==> config.mk <==
export PLATFORM = sky130hd
export DESIGN_NAME = ir_nec_receiver_flat
export DESIGN_NICKNAME = d
export VERILOG_FILES = /design/src/rtl/ir_nec_pkg.sv /design/src/rtl/ir_nec_receiver_if.sv /design/src/rtl/ir_edge_sync.sv /design/src/rtl/ir_nec_receiver.sv /design/src/flat_wrapper.sv
export SDC_FILE = /design/constraint.sdc
export NUM_CORES = 1
export LEC_CHECK = 0
export CORE_ASPECT_RATIO = 0.75
export CORE_MARGIN = 4
export CORE_UTILIZATION = 35
export DETAILED_ROUTE_END_ITERATION = 10
export DONT_BUFFER_PORTS = 1
export GPL_ROUTABILITY_DRIVEN = 0
export PLACE_DENSITY = 0.53
export SYNTH_ARGS = -nofsm -noshare
export SYNTH_HDL_FRONTEND = slang
export SYNTH_HIERARCHICAL = 1
export SYNTH_SLANG_ARGS = --single-unit
==> constraint.sdc <==
create_clock -name iCLK -period 9 [get_ports iCLK]
set_input_delay 1.8 -clock iCLK [delete_from_list [all_inputs] [get_ports iCLK]]
set_output_delay 1.8 -clock iCLK [all_outputs]
set_load 0.02 [all_outputs]
==> src/rtl/ir_nec_pkg.sv <==
// Shared types and timing windows for the NEC infrared receiver.
// All widths are in 10 us units as counted by the receiver's unit counter.
package ir_nec_pkg;

    localparam int UNIT_W     = 11;
    localparam int BIT_CNT_W  = 6;
    localparam int FRAME_BITS = 32;

    localparam logic [BIT_CNT_W-1:0] LAST_BIT = BIT_CNT_W'(FRAME_BITS - 1);

    typedef enum logic [2:0] {
        IDLE,
        LEAD_MARK,
        LEAD_SPACE,
        BIT_MARK,
        BIT_SPACE,
        STOP_MARK,
        RPT_MARK
    } state_t;

    localparam logic [UNIT_W-1:0] LEAD_MARK_MIN  = 11'd800;
    localparam logic [UNIT_W-1:0] LEAD_MARK_MAX  = 11'd1000;
    localparam logic [UNIT_W-1:0] LEAD_SPACE_MIN = 11'd400;
    localparam logic [UNIT_W-1:0] LEAD_SPACE_MAX = 11'd500;
    localparam logic [UNIT_W-1:0] RPT_SPACE_MIN  = 11'd180;
    localparam logic [UNIT_W-1:0] RPT_SPACE_MAX  = 11'd270;
    localparam logic [UNIT_W-1:0] BIT_MARK_MIN   = 11'd40;
    localparam logic [UNIT_W-1:0] BIT_MARK_MAX   = 11'd72;
    localparam logic [UNIT_W-1:0] ZERO_SPACE_MIN = 11'd40;
    localparam logic [UNIT_W-1:0] ZERO_SPACE_MAX = 11'd72;
    localparam logic [UNIT_W-1:0] ONE_SPACE_MIN  = 11'd140;
    localparam logic [UNIT_W-1:0] ONE_SPACE_MAX  = 11'd200;

    // Inclusive window test on a measured width.
    function automatic logic inWindow(input logic [UNIT_W-1:0] units,
                                      input logic [UNIT_W-1:0] lo,
                                      input logic [UNIT_W-1:0] hi);
        return (units >= lo) && (units <= hi);
    endfunction

    // NEC integrity check: each data byte is followed by its complement.
    function automatic logic checkBytes(input logic [31:0] frame);
        return (frame[15:8] == ~frame[7:0]) && (frame[31:24] == ~frame[23:16]);
    endfunction

endpackage

==> src/rtl/ir_nec_receiver_if.sv <==
// Bus-side view of the NEC receiver: data register, status flags, event pulses.
interface ir_nec_receiver_if;

    logic        iACK;
    logic [31:0] oDATA;
    logic        oDATA_READY;
    logic        oDATA_VALID;
    logic        oREPEAT;
    logic        oFRAME_ERR;
    logic        oCHECK_OK;

    modport master (
        input  iACK,
        output oDATA, oDATA_READY, oDATA_VALID, oREPEAT, oFRAME_ERR, oCHECK_OK
    );

    modport slave (
        output iACK,
        input  oDATA, oDATA_READY, oDATA_VALID, oREPEAT, oFRAME_ERR, oCHECK_OK
    );

endinterface

==> src/rtl/ir_edge_sync.sv <==
// Brings an asynchronous, idle-high IR line into the clock domain and
// produces one-cycle rise/fall pulses on the synchronized level.
module ir_edge_sync (
    input  logic iCLK,
    input  logic Reset,
    input  logic iIN,
    output logic oRISE,
    output logic oFALL
);

    logic syncA;
    logic syncB;
    logic lastLevel;

    // Two synchronizer stages plus a delayed copy; reset to the idle-high level
    always_ff @(posedge iCLK or posedge Reset) begin
        if (Reset) begin
            syncA     <= 1'b1;
            syncB     <= 1'b1;
            lastLevel <= 1'b1;
        end else begin
            // NOTE: non-blocking so the three stages shift together instead of collapsing into one.
            syncA     <= iIN;
            syncB     <= syncA;
            lastLevel <= syncB;
        end
    end

    assign oRISE = syncB & ~lastLevel;
    assign oFALL = ~syncB & lastLevel;

endmodule

==> src/rtl/ir_nec_receiver.sv <==
// NEC infrared frame decoder: measures mark/space widths between line edges,
// assembles 32-bit frames, reports repeat codes and timing errors.
module ir_nec_receiver
    import ir_nec_pkg::*;
#(
    parameter int CLKS_PER_UNIT = 500,
    parameter int TIMEOUT_UNITS = 1200
) (
    input logic iCLK,
    input logic Reset,
    input logic iIRDA,
    ir_nec_receiver_if.master bus
);

    localparam int PRESC_W = $clog2(CLKS_PER_UNIT + 1);
    localparam logic [PRESC_W-1:0] PRESC_LAST = PRESC_W'(CLKS_PER_UNIT - 1);
    localparam logic [UNIT_W-1:0]  UNIT_SAT   = UNIT_W'(TIMEOUT_UNITS);

    logic                 irRise;
    logic                 irFall;
    logic                 anyEdge;
    logic [PRESC_W-1:0]   prescCnt;
    logic [UNIT_W-1:0]    unitCnt;
    logic                 unitTick;
    logic                 timedOut;
    state_t               state;
    logic [BIT_CNT_W-1:0] bitCnt;
    logic [31:0]          shiftReg;
    logic                 frameSeen;
    logic [31:0]          dataReg;
    logic                 readyReg;
    logic                 validReg;
    logic                 repeatReg;
    logic                 errReg;
    logic                 checkReg;

    ir_edge_sync uEdgeSync (
        .iCLK  (iCLK),
        .Reset (Reset),
        .iIN   (iIRDA),
        .oRISE (irRise),
        .oFALL (irFall)
    );

    assign anyEdge  = irRise | irFall;
    assign unitTick = (prescCnt == PRESC_LAST);
    assign timedOut = (unitCnt == UNIT_SAT);

    // Time since the last line edge, in units; saturates so a dead line reads as timeout
    always_ff @(posedge iCLK or posedge Reset) begin
        if (Reset) begin
            prescCnt <= '0;
            unitCnt  <= '0;
        end else if (anyEdge) begin
            prescCnt <= '0;
            unitCnt  <= '0;
        end else begin
            prescCnt <= unitTick ? '0 : prescCnt + 1'b1;
            if (unitTick && !timedOut) begin
                unitCnt <= unitCnt + 1'b1;
            end
        end
    end

    // Frame FSM: width check at the edge ending each interval, bit shifting, commit and event pulses
    always_ff @(posedge iCLK or posedge Reset) begin
        if (Reset) begin
            state     <= IDLE;
            bitCnt    <= '0;
            shiftReg  <= '0;
            frameSeen <= 1'b0;
            dataReg   <= '0;
            readyReg  <= 1'b0;
            validReg  <= 1'b0;
            repeatReg <= 1'b0;
            errReg    <= 1'b0;
            checkReg  <= 1'b0;
        end else begin
            validReg  <= 1'b0;
            repeatReg <= 1'b0;
            errReg    <= 1'b0;
            if (bus.iACK) begin
                readyReg <= 1'b0;
            end

            if (state != IDLE && timedOut) begin
                errReg <= 1'b1;
                state  <= IDLE;
            end else begin
                case (state)
                    IDLE: begin
                        if (irFall) state <= LEAD_MARK;
                    end
                    LEAD_MARK: begin
                        if (irRise) begin
                            if (inWindow(unitCnt, LEAD_MARK_MIN, LEAD_MARK_MAX)) begin
                                state <= LEAD_SPACE;
                            end else begin
                                errReg <= 1'b1;
                                state  <= IDLE;
                            end
                        end
                    end
                    LEAD_SPACE: begin
                        if (irFall) begin
                            if (inWindow(unitCnt, LEAD_SPACE_MIN, LEAD_SPACE_MAX)) begin
                                bitCnt <= '0;
                                state  <= BIT_MARK;
                            end else if (inWindow(unitCnt, RPT_SPACE_MIN, RPT_SPACE_MAX)) begin
                                state <= RPT_MARK;
                            end else begin
                                errReg <= 1'b1;
                                state  <= IDLE;
                            end
                        end
                    end
                    BIT_MARK: begin
                        if (irRise) begin
                            if (inWindow(unitCnt, BIT_MARK_MIN, BIT_MARK_MAX)) begin
                                state <= BIT_SPACE;
                            end else begin
                                errReg <= 1'b1;
                                state  <= IDLE;
                            end
                        end
                    end
                    BIT_SPACE: begin
                        if (irFall) begin
                            if (inWindow(unitCnt, ZERO_SPACE_MIN, ZERO_SPACE_MAX) ||
                                inWindow(unitCnt, ONE_SPACE_MIN, ONE_SPACE_MAX)) begin
                                shiftReg[bitCnt[4:0]] <= inWindow(unitCnt, ONE_SPACE_MIN, ONE_SPACE_MAX);
                                bitCnt <= bitCnt + 1'b1;
                                state  <= (bitCnt == LAST_BIT) ? STOP_MARK : BIT_MARK;
                            end else begin
                                errReg <= 1'b1;
                                state  <= IDLE;
                            end
                        end
                    end
                    STOP_MARK: begin
                        if (irRise) begin
                            if (inWindow(unitCnt, BIT_MARK_MIN, BIT_MARK_MAX)) begin
                                dataReg   <= shiftReg;
                                checkReg  <= checkBytes(shiftReg);
                                readyReg  <= 1'b1;
                                validReg  <= 1'b1;
                                frameSeen <= 1'b1;
                            end else begin
                                errReg <= 1'b1;
                            end
                            state <= IDLE;
                        end
                    end
                    RPT_MARK: begin
                        if (irRise) begin
                            if (inWindow(unitCnt, BIT_MARK_MIN, BIT_MARK_MAX)) begin
                                repeatReg <= frameSeen;
                            end else begin
                                errReg <= 1'b1;
                            end
                            state <= IDLE;
                        end
                    end
                    default: state <= IDLE;
                endcase
            end
        end
    end

    assign bus.oDATA       = dataReg;
    assign bus.oDATA_READY = readyReg;
    assign bus.oDATA_VALID = validReg;
    assign bus.oREPEAT     = repeatReg;
    assign bus.oFRAME_ERR  = errReg;
    assign bus.oCHECK_OK   = checkReg;

endmodule

==> src/flat_wrapper.sv <==
// flat-port wrapper written by rule: the top's interface ports become plain ports
module ir_nec_receiver_flat import ir_nec_pkg::*;
#(
    parameter int CLKS_PER_UNIT = 500,
    parameter int TIMEOUT_UNITS = 1200
)
  (iCLK, Reset, iIRDA, bus_iACK, bus_oDATA, bus_oDATA_READY, bus_oDATA_VALID, bus_oREPEAT, bus_oFRAME_ERR, bus_oCHECK_OK);
  ir_nec_receiver_if bus_i ();
  input logic iCLK;
  input logic Reset;
  input logic iIRDA;
  input wire logic [$bits(bus_i.iACK)-1:0] bus_iACK;
  output wire logic [$bits(bus_i.oDATA)-1:0] bus_oDATA;
  output wire logic [$bits(bus_i.oDATA_READY)-1:0] bus_oDATA_READY;
  output wire logic [$bits(bus_i.oDATA_VALID)-1:0] bus_oDATA_VALID;
  output wire logic [$bits(bus_i.oREPEAT)-1:0] bus_oREPEAT;
  output wire logic [$bits(bus_i.oFRAME_ERR)-1:0] bus_oFRAME_ERR;
  output wire logic [$bits(bus_i.oCHECK_OK)-1:0] bus_oCHECK_OK;
  assign bus_i.iACK = bus_iACK;
  assign bus_oDATA = bus_i.oDATA;
  assign bus_oDATA_READY = bus_i.oDATA_READY;
  assign bus_oDATA_VALID = bus_i.oDATA_VALID;
  assign bus_oREPEAT = bus_i.oREPEAT;
  assign bus_oFRAME_ERR = bus_i.oFRAME_ERR;
  assign bus_oCHECK_OK = bus_i.oCHECK_OK;
  ir_nec_receiver #(.CLKS_PER_UNIT(CLKS_PER_UNIT), .TIMEOUT_UNITS(TIMEOUT_UNITS)) u_core (.iCLK(iCLK), .Reset(Reset), .iIRDA(iIRDA), .bus(bus_i));
endmodule
# After elaboration in Yosys (flattened, before gate mapping)
# Cells that the tools add are included.
# Widths: inputs -> output; s select.
totals:
  regBits: 102
  in_bits: 4
  out_inout_bits: 37
  wordCells: 130
op_classes:
  magnitude_cmp: 12
  n_addsub: 3
  eq_ne: 21
  muxes: 50
  n_reduce_logical: 21
  bitwise_logic: 8
ops:
  columns: ["op", "n"]
  rows:
  - ["$mux 3", 12]
  - ["$bwmux 32", 1]
  - ["$mux 1", 24]
  - ["$mux 6", 4]
  - ["$ge 11x8->1 const B", 2]
  - ["$le 11x9->1 const B", 2]
  - ["$mux 11", 2]
  - ["$mux 9", 2]
  - ["$ne 3x1->1 const B", 6]
  - ["$pmux 3 s6", 1]
  - ["$eq 8x8->1", 2]
  - ["$not 8->8", 2]
  - ["$pmux 6 s2", 1]
  - ["$reduce_and 6->1", 2]
  - ["$add 11x1->11 const B", 1]
  - ["$eq 11x11->1 const B", 1]
  - ["$ge 11x10->1 const B", 1]
  - ["$ge 11x6->1 const B", 1]
  - ["$ge 11x9->1 const B", 1]
  - ["$le 11x10->1 const B", 1]
  - ["$le 11x7->1 const B", 1]
  - ["$le 11x8->1 const B", 1]
  - ["$add 9x1->9 const B", 1]
  - ["$eq 3x3->1 const B", 3]
  - ["23 further kinds", 40]

# Depth between registers and ports, before layout
# Gate-level depths: netlist (run 1).
depth:
  word_depth: 7
  mapped_depth: 9
  depth_no_buf: 8

# Modules after synthesis
# Netlist (run 1), hierarchy kept.
modules_own_cells:
  columns: ["mod", "instances", "seq_area_each_um2", "area_per_inst_um2", "cells_per_inst"]
  rows:
  - ["ir_nec_receiver", 1, 2477.4, 5079.9, 480]
  - ["ir_edge_sync", 1, 78.8, 97.6, 6]

# Least setup slack after synthesis (run 1)
# OpenSTA, ideal clock, no wires.
synth_timing:
  kind: "register to register"
  start: "register u_core.unitCnt[0]"
  end: "register u_core.checkReg, in the netlist u_core/bus.oCHECK_OK"
  required_ns: 8.875
  setup_slack_ns: 6.601
  arrival_ns: 2.274
  stages_incl_launch_ff: 10
  period_less_slack_ns: 2.399
  path_buffers: 2
  setup_ns: 0.125
  path_cell_list: "dfrtp_1 -> inv_1 -> ha_1 -> nand2b_4 -> a311o_4 -> a211oi_4 -> nor3b_2 -> buf_6 -> buf_12 -> mux2_4"
synth_between:
  elab_chain_cells: 4
  word_cells_on_any_way: 7
  cone_classes: "2 x order compare; 1 x eq/ne; 1 x bitwise; 3 x reduce/logical"
synth_rtl:
  columns: ["item", "line", "rtl"]
  rows:
  - ["from (decl)", "ir_nec_receiver.sv:23", "logic [UNIT_W-1:0] unitCnt;"]
  - ["from (signal assigned)", "ir_nec_receiver.sv:60", "unitCnt <= unitCnt + 1'b1;"]
  - ["branches (longest 3 deep; another with $ge 11x6->1)", null, null]
  - ["$reduce_and 4->1 (no source line) *", null, null]
  - ["to (signal assigned)", "ir_nec_receiver.sv:144", "checkReg <= checkBytes(shiftReg);"]
  - ["to (decl)", "ir_nec_receiver.sv:35", "logic checkReg;"]
# Mark *: on every way between the ends.
# A chain may end at the register's enable or synchronous reset.

# Final worst setup path (run 1)
layout_timing:
  start: "register u_core.unitCnt[0]"
  end: "register u_core.dataReg[26], in the netlist u_core/bus.oDATA[26]"
layout_between:
  elab_chain_cells: 4
  word_cells_on_any_way: 7
  cone_classes: "2 x order compare; 1 x eq/ne; 1 x bitwise; 3 x reduce/logical"
layout_rtl:
  columns: ["item", "line", "rtl"]
  rows:
  - ["branches (longest 3 deep; another with $ge 11x6->1)", null, null]
  - ["$reduce_and 4->1 (no source line) *", null, null]
  - ["to (signal assigned)", "ir_nec_receiver.sv:143", "dataReg <= shiftReg;"]
  - ["to (decl)", "ir_nec_receiver.sv:30", "logic [31:0] dataReg;"]
# Marked as above.

==> results of run 1 <==
==> per-stage QoR <==
step	util	total power (µW)	hold WS, ns	std cells
final	0.3832	891.1	0.3556	680
after global routing	0.3832	933.8	0.3608	680
after CTS	0.3832	907.2	0.3575	680
after detailed placement	0.3635	528.7	0.3469	664
after global placement	0.3635	527.3	0.3459	664
after floorplan	-	517.7	0.3452	486
==> worst max-delay path by stage <==
stage	endpoint	slack [ns]
6_report	u_core/bus.oDATA[26]$_DFFE_PP0P_	6.08
5_1_grt	u_core/bus.oDATA[26]$_DFFE_PP0P_	5.93
2_1_floorplan	u_core/bitCnt[0]$_DFFE_PP0P_	4.61
4_1_cts	u_core/bus.oDATA[25]$_DFFE_PP0P_	6.09
3_5_place_dp	u_core/bus.oDATA[31]$_DFFE_PP0P_	5.99
3_3_place_gp	u_core/bus.oCHECK_OK$_DFFE_PP0P_	6.04
==> metal layers <==
| layer | track usage | vias to the layer above | share of wire |
|---|---|---|---|
| li1 | - | 1678 | - |
| met5 | 0 | - | 0 |
| met2 | 0.1873 | 102 | 0.41 |
| met1 | 0.2120 | 1684 | 0.52 |
| met3 | 0.03723 | 11 | 0.062 |
| met4 | 0.02769 | 0 | 0.0088 |
==> power groups by stage <==
stage	logic (µW)	registers [µW]	clock network (µW)
after floorplan	39.1	479	0
after global placement	40.9	486	0
after detailed placement	41.9	487	0
after CTS	42.3	478	387
after global routing	48.2	480	406
final	40.9	478	373
==> layout make-up <==
| type | instances | area [µm²] | share of cell area |
|---|---|---|---|
| Tap cell | 200 | 250.2 | 0.04503 |
| Sequential cell | 102 | 2556 | 0.4600 |
| Clock buffer | 11 | 242.7 | 0.04368 |
| Multi-Input combinational cell | 346 | 2391 | 0.4303 |
| Clock inverter | 5 | 42.54 | 0.007656 |
| Inverter | 13 | 51.30 | 0.009232 |
| Timing Repair Buffer | 3 | 22.52 | 0.004053 |
==> placed cells by master, fill, tap and decap left out, types with 2 or more instances in the layout <==
cell	n
nand2_1	53
nand4_1	13
buf_4	3
nor2b_1	3
ha_1	7
nor4_1	5
a21oi_1	8
inv_1	12
xnor2_1	8
and2_1	3
xor2_1	26
mux2_4	27
mux2_2	6
nand2b_1	8
or4_1	3
a31oi_1	5
dfrtp_1	99
nand3_1	43
nor3_1	14
o31a_1	3
clkinvlp_4	3
dfstp_2	3
a21o_1	7
o21ai_0	37
nor4_4	2
clkbuf_16	9
or2_2	4
nor2_1	34
nand3b_1	2
==> state kept, by name (all words and copies together) (netlist names) <==
signal and cells:
u_core/bus.oCHECK_OK 1, u_core/uEdgeSync/lastLevel 1, u_core/bitCnt 6, u_core/prescCnt 9, u_core/uEdgeSync/syncB 1, u_core/unitCnt 11
u_core/bus.oDATA_VALID 1, u_core/bus.oFRAME_ERR 1, u_core/frameSeen 1, u_core/bus.oDATA 32, u_core/bus.oDATA_READY 1, u_core/uEdgeSync/syncA 1
u_core/state 3, u_core/shiftReg 32, u_core/bus.oREPEAT 1
==> critical path, cell delays in order, from the launching register on <==
cell and delay (ns):
dfrtp_1 0.43, inv_1 0.09, ha_1 0.19, nand2b_4 0.10
a311o_4 0.48, a211oi_4 0.32, nor3b_4 0.23, buf_4 0.54
mux2_2 0.40
==> logic make-up (layout without fill, tap and decap cells) <==
family	Yosys count	in the layout	synth area share
buffers and inverters	38	32	0.04567
AO/OA/AOI/OAI	76	76	0.1001
AND/OR/NAND/NOR	195	195	0.1928
XOR/XNOR	34	34	0.05752
adder cells (fa/ha/maj)	7	7	0.01692
flip-flops	102	102	0.4937
multiplexers	34	34	0.09328
==> impl_metrics.env, run 1 <==
export IMPL_r2r_slack_ns=6.08
export IMPL_synth_most_common_cell="dfrtp_1"
export IMPL_hold_start="u_core/uEdgeSync/syncA$_DFF_PP1_"
export IMPL_ys_warn_count=6
export IMPL_cp_required_ns=9.23
export IMPL_critPathLaunch="u_core/unitCnt[0]$_DFFE_PP0P_"
export IMPL_die_h_um=113.3
export IMPL_cts_buffers=9
export IMPL_power_density_mw_per_mm2=160.4
export IMPL_cp_max_fo=36
export IMPL_overflow=0
export IMPL_drive_above_1_share=0.1521
export IMPL_outcome="finished clean"
export IMPL_ys_seq_area_frac=0.4937
export IMPL_leakagePower_uw=0.002473
export IMPL_switching_share=0.2396
export IMPL_hold_buffers=0
export IMPL_worst_pin_slew_ns=0.9647
export IMPL_dpl_hpwl_mm=7.652
export IMPL_r2r_end="u_core/bus.oDATA[26]$_DFFE_PP0P_"
export IMPL_synth_top_cell_area_share=0.4785
export IMPL_synth_common_cells="dfrtp_1, nand2_1, nand3_1"
export IMPL_fmax_mhz=342.1
export IMPL_ios=41
export IMPL_syn_instance_count=486
export IMPL_hp_class="reg -> reg"
export IMPL_drc=0
export IMPL_hold_depth=0
export IMPL_critPathKind="reg -> reg"
export IMPL_combinationalPowerShare=0.046
export IMPL_clock_latency_ns=0.34
export IMPL_hold_violations=0
export IMPL_timing_rr_start="u_core/unitCnt[0]$_DFFE_PP0P_"
export IMPL_fin_setup_tns_ns=0
export IMPL_crit_path_end_kind="flip-flop"
export IMPL_viasPerCell=5.110
export IMPL_grt_pass1_vias=3344
export IMPL_ys_flop_type="dfrtp_1"
export IMPL_hold_path_end="u_core/uEdgeSync/syncB$_DFF_PP1_"
export IMPL_cp_arrival_ns=3.15
export IMPL_skew_ns=0.004630
export IMPL_cts_tree="built"
export IMPL_synthDistinctLibCells=57
export IMPL_vias=3475
export IMPL_peakVddDrop_mv=0.07482
export IMPL_p_clk_frac=0.418
export IMPL_setup_viol=0
export IMPL_place_ws_ns=5.992
export IMPL_grt_max_degree=78
export IMPL_design_die_area_mm2=0.01682
export IMPL_htree_num_levels=3
export IMPL_timing_slew_headroom=0.3569
export IMPL_initial_utilization=0.3570
export IMPL_die_width_um=148.4
export IMPL_ys_seq_elements=102
export IMPL_port_buffers=0
export IMPL_std_cell_rows=38
export IMPL_grt_usage=0.1359
export IMPL_synth_area_mm2=0.005177
export IMPL_fin_crit_sh=0.3248
export IMPL_finalWirelength_mm=10.84
export IMPL_clkTransAtPathRegs_ns=0.07
export IMPL_cts_path_max_buffers=2
export IMPL_grt_pass1_wl_mm=18.33
export IMPL_synth_edf_count=0
export IMPL_async_flop_share=1.000
export IMPL_rsz0062_at_grt="false"
export IMPL_slew_viol_final=0
export IMPL_setup_slack_ns=6.076
export IMPL_startpoint_type="flip-flop"
export IMPL_avgRoutedWirePerCell_um=15.95
export IMPL_yosysTopAreaCell="dfrtp_1"
export IMPL_nets=486
export IMPL_avgSynthCellArea_um2=10.65
export IMPL_antenna_cells=0
export IMPL_postCtsSetupBuffers=0
export IMPL_p_sw_uw=213.5
export IMPL_synth_area_leaders="dfrtp_1, mux2_4, xor2_1"
export IMPL_r2r_cells=8
export IMPL_cts_resized_gates=0
export IMPL_synth_net_count=497
export IMPL_fill_cells=1419
export IMPL_drt_iter0_drc=367
export IMPL_clkSinkCount=102
export IMPL_stdcell_area_mm2=0.005557
export IMPL_core_area_mm2=0.01450
export IMPL_cts_root_buf="clkbuf_16"
export IMPL_antenna_left=0
export IMPL_firstDrtPassIters=5
export IMPL_antenna_found_initial=0
export IMPL_seq_power_share=0.536
export IMPL_cap_violations=0
export IMPL_internal_power_uw=677.5
export IMPL_place_area_mm2=0.005271
export IMPL_area_delta_synth_final_pct=7.322
export IMPL_fin_crit_ns=2.924
Power figures use the tool's default switching activity.
==> run 2: changes to the inputs <==
--- a/config.mk
+++ b/config.mk
@@ -11,7 +11,7 @@
 export DETAILED_ROUTE_END_ITERATION = 10
 export DONT_BUFFER_PORTS = 1
 export GPL_ROUTABILITY_DRIVEN = 0
-export PLACE_DENSITY = 0.53
+export PLACE_DENSITY = 0.55
 export SYNTH_ARGS = -nofsm -noshare
 export SYNTH_HDL_FRONTEND = slang
 export SYNTH_HIERARCHICAL = 1
==> constraint.sdc (replaced) <==
create_clock -name iCLK -period 2.3 [get_ports iCLK]
set_input_delay 0.46 -clock iCLK [delete_from_list [all_inputs] [get_ports iCLK]]
set_output_delay 0.46 -clock iCLK [all_outputs]
set_load 0.02 [all_outputs]
==> impl_metrics.env, run 2 (synthesis results as in run 1) <==
export IMPL_p_sw_uw=944.9
export IMPL_skew_ns=0.01239
export IMPL_setup_slack_ns=-0.01832
export IMPL_utilization=0.4125
export IMPL_std_cell_rows=38
export IMPL_cp_arrival_ns=2.56
export IMPL_slew_viol_final=0
export IMPL_rsz0062_at_grt="true"
export IMPL_area_delta_synth_final_pct=15.54
export IMPL_worst_pin_slew_ns=0.6531
export IMPL_worstPathCellList="or3_1 -> a311o_4 -> a211oi_4 -> nor3b_4 -> buf_12 -> mux2_2"
export IMPL_dpl_hpwl_mm=8.336
export IMPL_place_inst=695
export IMPL_combinationalPowerShare=0.060
export IMPL_die_width_um=148.4
export IMPL_fin_crit_sh=1.008
export IMPL_clock_latency_ns=0.36
export IMPL_avgRoutedWirePerCell_um=16.80
export IMPL_core_area_mm2=0.01450
export IMPL_switching_share=0.2527
export IMPL_crit_path_end_kind="flip-flop"
export IMPL_grt_max_degree=55
export IMPL_startpoint_type="flip-flop"
export IMPL_vias=3691
export IMPL_initial_utilization=0.3570
export IMPL_crit_slowest_cell="dfrtp_1"
export IMPL_port_buffers=0
export IMPL_cts_root_buf="clkbuf_16"
export IMPL_cp_required_ns=2.55
export IMPL_fmax_mhz=431.3
export IMPL_crit_cells=6
export IMPL_antenna_found_initial=0
export IMPL_leakagePower_uw=0.002704
export IMPL_antenna_left=0
export IMPL_fill_cells=1374
export IMPL_seq_power_share=0.496
export IMPL_place_area_mm2=0.005555
export IMPL_cts_tree="built"
export IMPL_drt_iter0_drc=335
export IMPL_drc=0
export IMPL_firstDrtPassIters=5
export IMPL_setup_viol=6
export IMPL_peakVddDrop_mv=0.3671
export IMPL_power_density_mw_per_mm2=625.2
export IMPL_stdcell_area_mm2=0.005982
export IMPL_antenna_cells=0
export IMPL_cp_max_fo=16
export IMPL_critPathKind="reg -> reg"
export IMPL_worstPathBufferInverterCount=1
export IMPL_hp_class="in -> async"
export IMPL_drive_above_1_share=0.2229
export IMPL_die_h_um=113.3
export IMPL_ios=41
export IMPL_clkTransAtPathRegs_ns=0.08
export IMPL_grt_pass1_wl_mm=19.39
export IMPL_holdWs_ns=0.02273
export IMPL_p_clk_frac=0.444
export IMPL_timing_slew_headroom=0.5612
export IMPL_internal_power_uw=2795
export IMPL_design_die_area_mm2=0.01682
export IMPL_final_cells=716
export IMPL_clkSinkCount=102
export IMPL_cts_buffers=9
export IMPL_cts_path_max_buffers=2
export IMPL_slowest_delay_ns=0.44
export IMPL_layout_commonest_cell="dfrtp_1"
export IMPL_nets=522
export IMPL_grt_usage=0.1465
export IMPL_grt_pass1_vias=3601
export IMPL_violations="setup timing"
export IMPL_hold_violations=0
export IMPL_finalWirelength_mm=12.03
export IMPL_fin_crit_ns=2.318
export IMPL_r2r_cells=6
export IMPL_final_cell_mix="dfrtp_1, nand2_1, nand3_1"
export IMPL_htree_num_levels=3
export IMPL_critPathTopFamily="simple AND/OR/NAND/NOR gates"
export IMPL_overflow=0
export IMPL_viasPerCell=5.155
export IMPL_cap_violations=0
export IMPL_outcome="finished with violations"
-- run 2: cell types whose count changed in the layout (fill, tap and decap cells not counted), moves of 2 or more --
cell | before | now
buf_4 | 3 | 33
nor2_1 | 34 | 32
inv_8 | 1 | 4
nor2_2 | 0 | 2
clkinvlp_4 | 3 | 1
buf_12 | 0 | 4
-- run 2: final cells by class --
cell class	instances	area (µm²)	area share
Multi-Input combinational cell	346	2435	0.4070
Timing Repair Buffer	39	362.8	0.06066
Clock buffer	9	225.2	0.03765
Sequential cell	102	2556	0.4273
Clock inverter	7	100.1	0.01673
Inverter	13	52.55	0.008785
Tap cell	200	250.2	0.04183
-- run 2: power by group through the flow --
stage / logic [µW] / clock network [µW] / registers [µW]
floorplan: 154 / 0 / 1870
CTS: 207 / 1720 / 1850
detailed placement: 204 / 0 / 1890
global placement: 200 / 0 / 1890
finish: 226 / 1660 / 1860
global route: 251 / 1800 / 1860
-- run 2: stage by stage --
stage          setup slack (ns)  total power, µW  TNS [ns]
5_1_grt                -0.06224             3909    -1.642
2_1_floorplan           0.01633             2026         0
3_3_place_gp            0.02675             2089         0
6_report               -0.01832             3740  -0.06891
4_1_cts               -0.009306             3779  -0.02427
3_5_place_dp          0.0001557             2096         0
-- run 2: metal layers --
metal / up-vias / part of all wire / global-route usage
met5: - / 0 / 0
met4: 0 / 0.012 / 0.03508
met3: 14 / 0.063 / 0.05364
met2: 98 / 0.42 / 0.2028
met1: 1826 / 0.51 / 0.2168
li1: 1753 / - / -
-- run 2: what timing repair did --
action / 4_1_cts / 5_1_grt
pin swaps: 0 / 3
buffers inserted: 0 / 3
endpoints found under the hold margin: 13 / 0
endpoints found under the setup margin: 4 / 50
hold buffers: 1 / 0
cloned: 0 / 1
resized for setup: 1 / 8
-- run 2: path summary, 6_finish.rpt --
| check | startpoint | endpoint | slack, ns |
|---|---|---|---|
| max | u_core/unitCnt[9]$_DFFE_PP0P_ | u_core/bus.oDATA[25]$_DFFE_PP0P_ | -0.02 |
| min | Reset | u_core/uEdgeSync/syncA$_DFF_PP1_ | 0.02 |
| max in group asynchronous | Reset | u_core/shiftReg[29]$_DFFE_PP0P_ | 0.98 |
| min in group iCLK | iIRDA | u_core/uEdgeSync/syncA$_DFF_PP1_ | 0.09 |
| max reg2reg | u_core/unitCnt[9]$_DFFE_PP0P_ | u_core/bus.oDATA[25]$_DFFE_PP0P_ | -0.02 |
| min reg2reg | u_core/uEdgeSync/syncA$_DFF_PP1_ | u_core/uEdgeSync/syncB$_DFF_PP1_ | 0.37 |
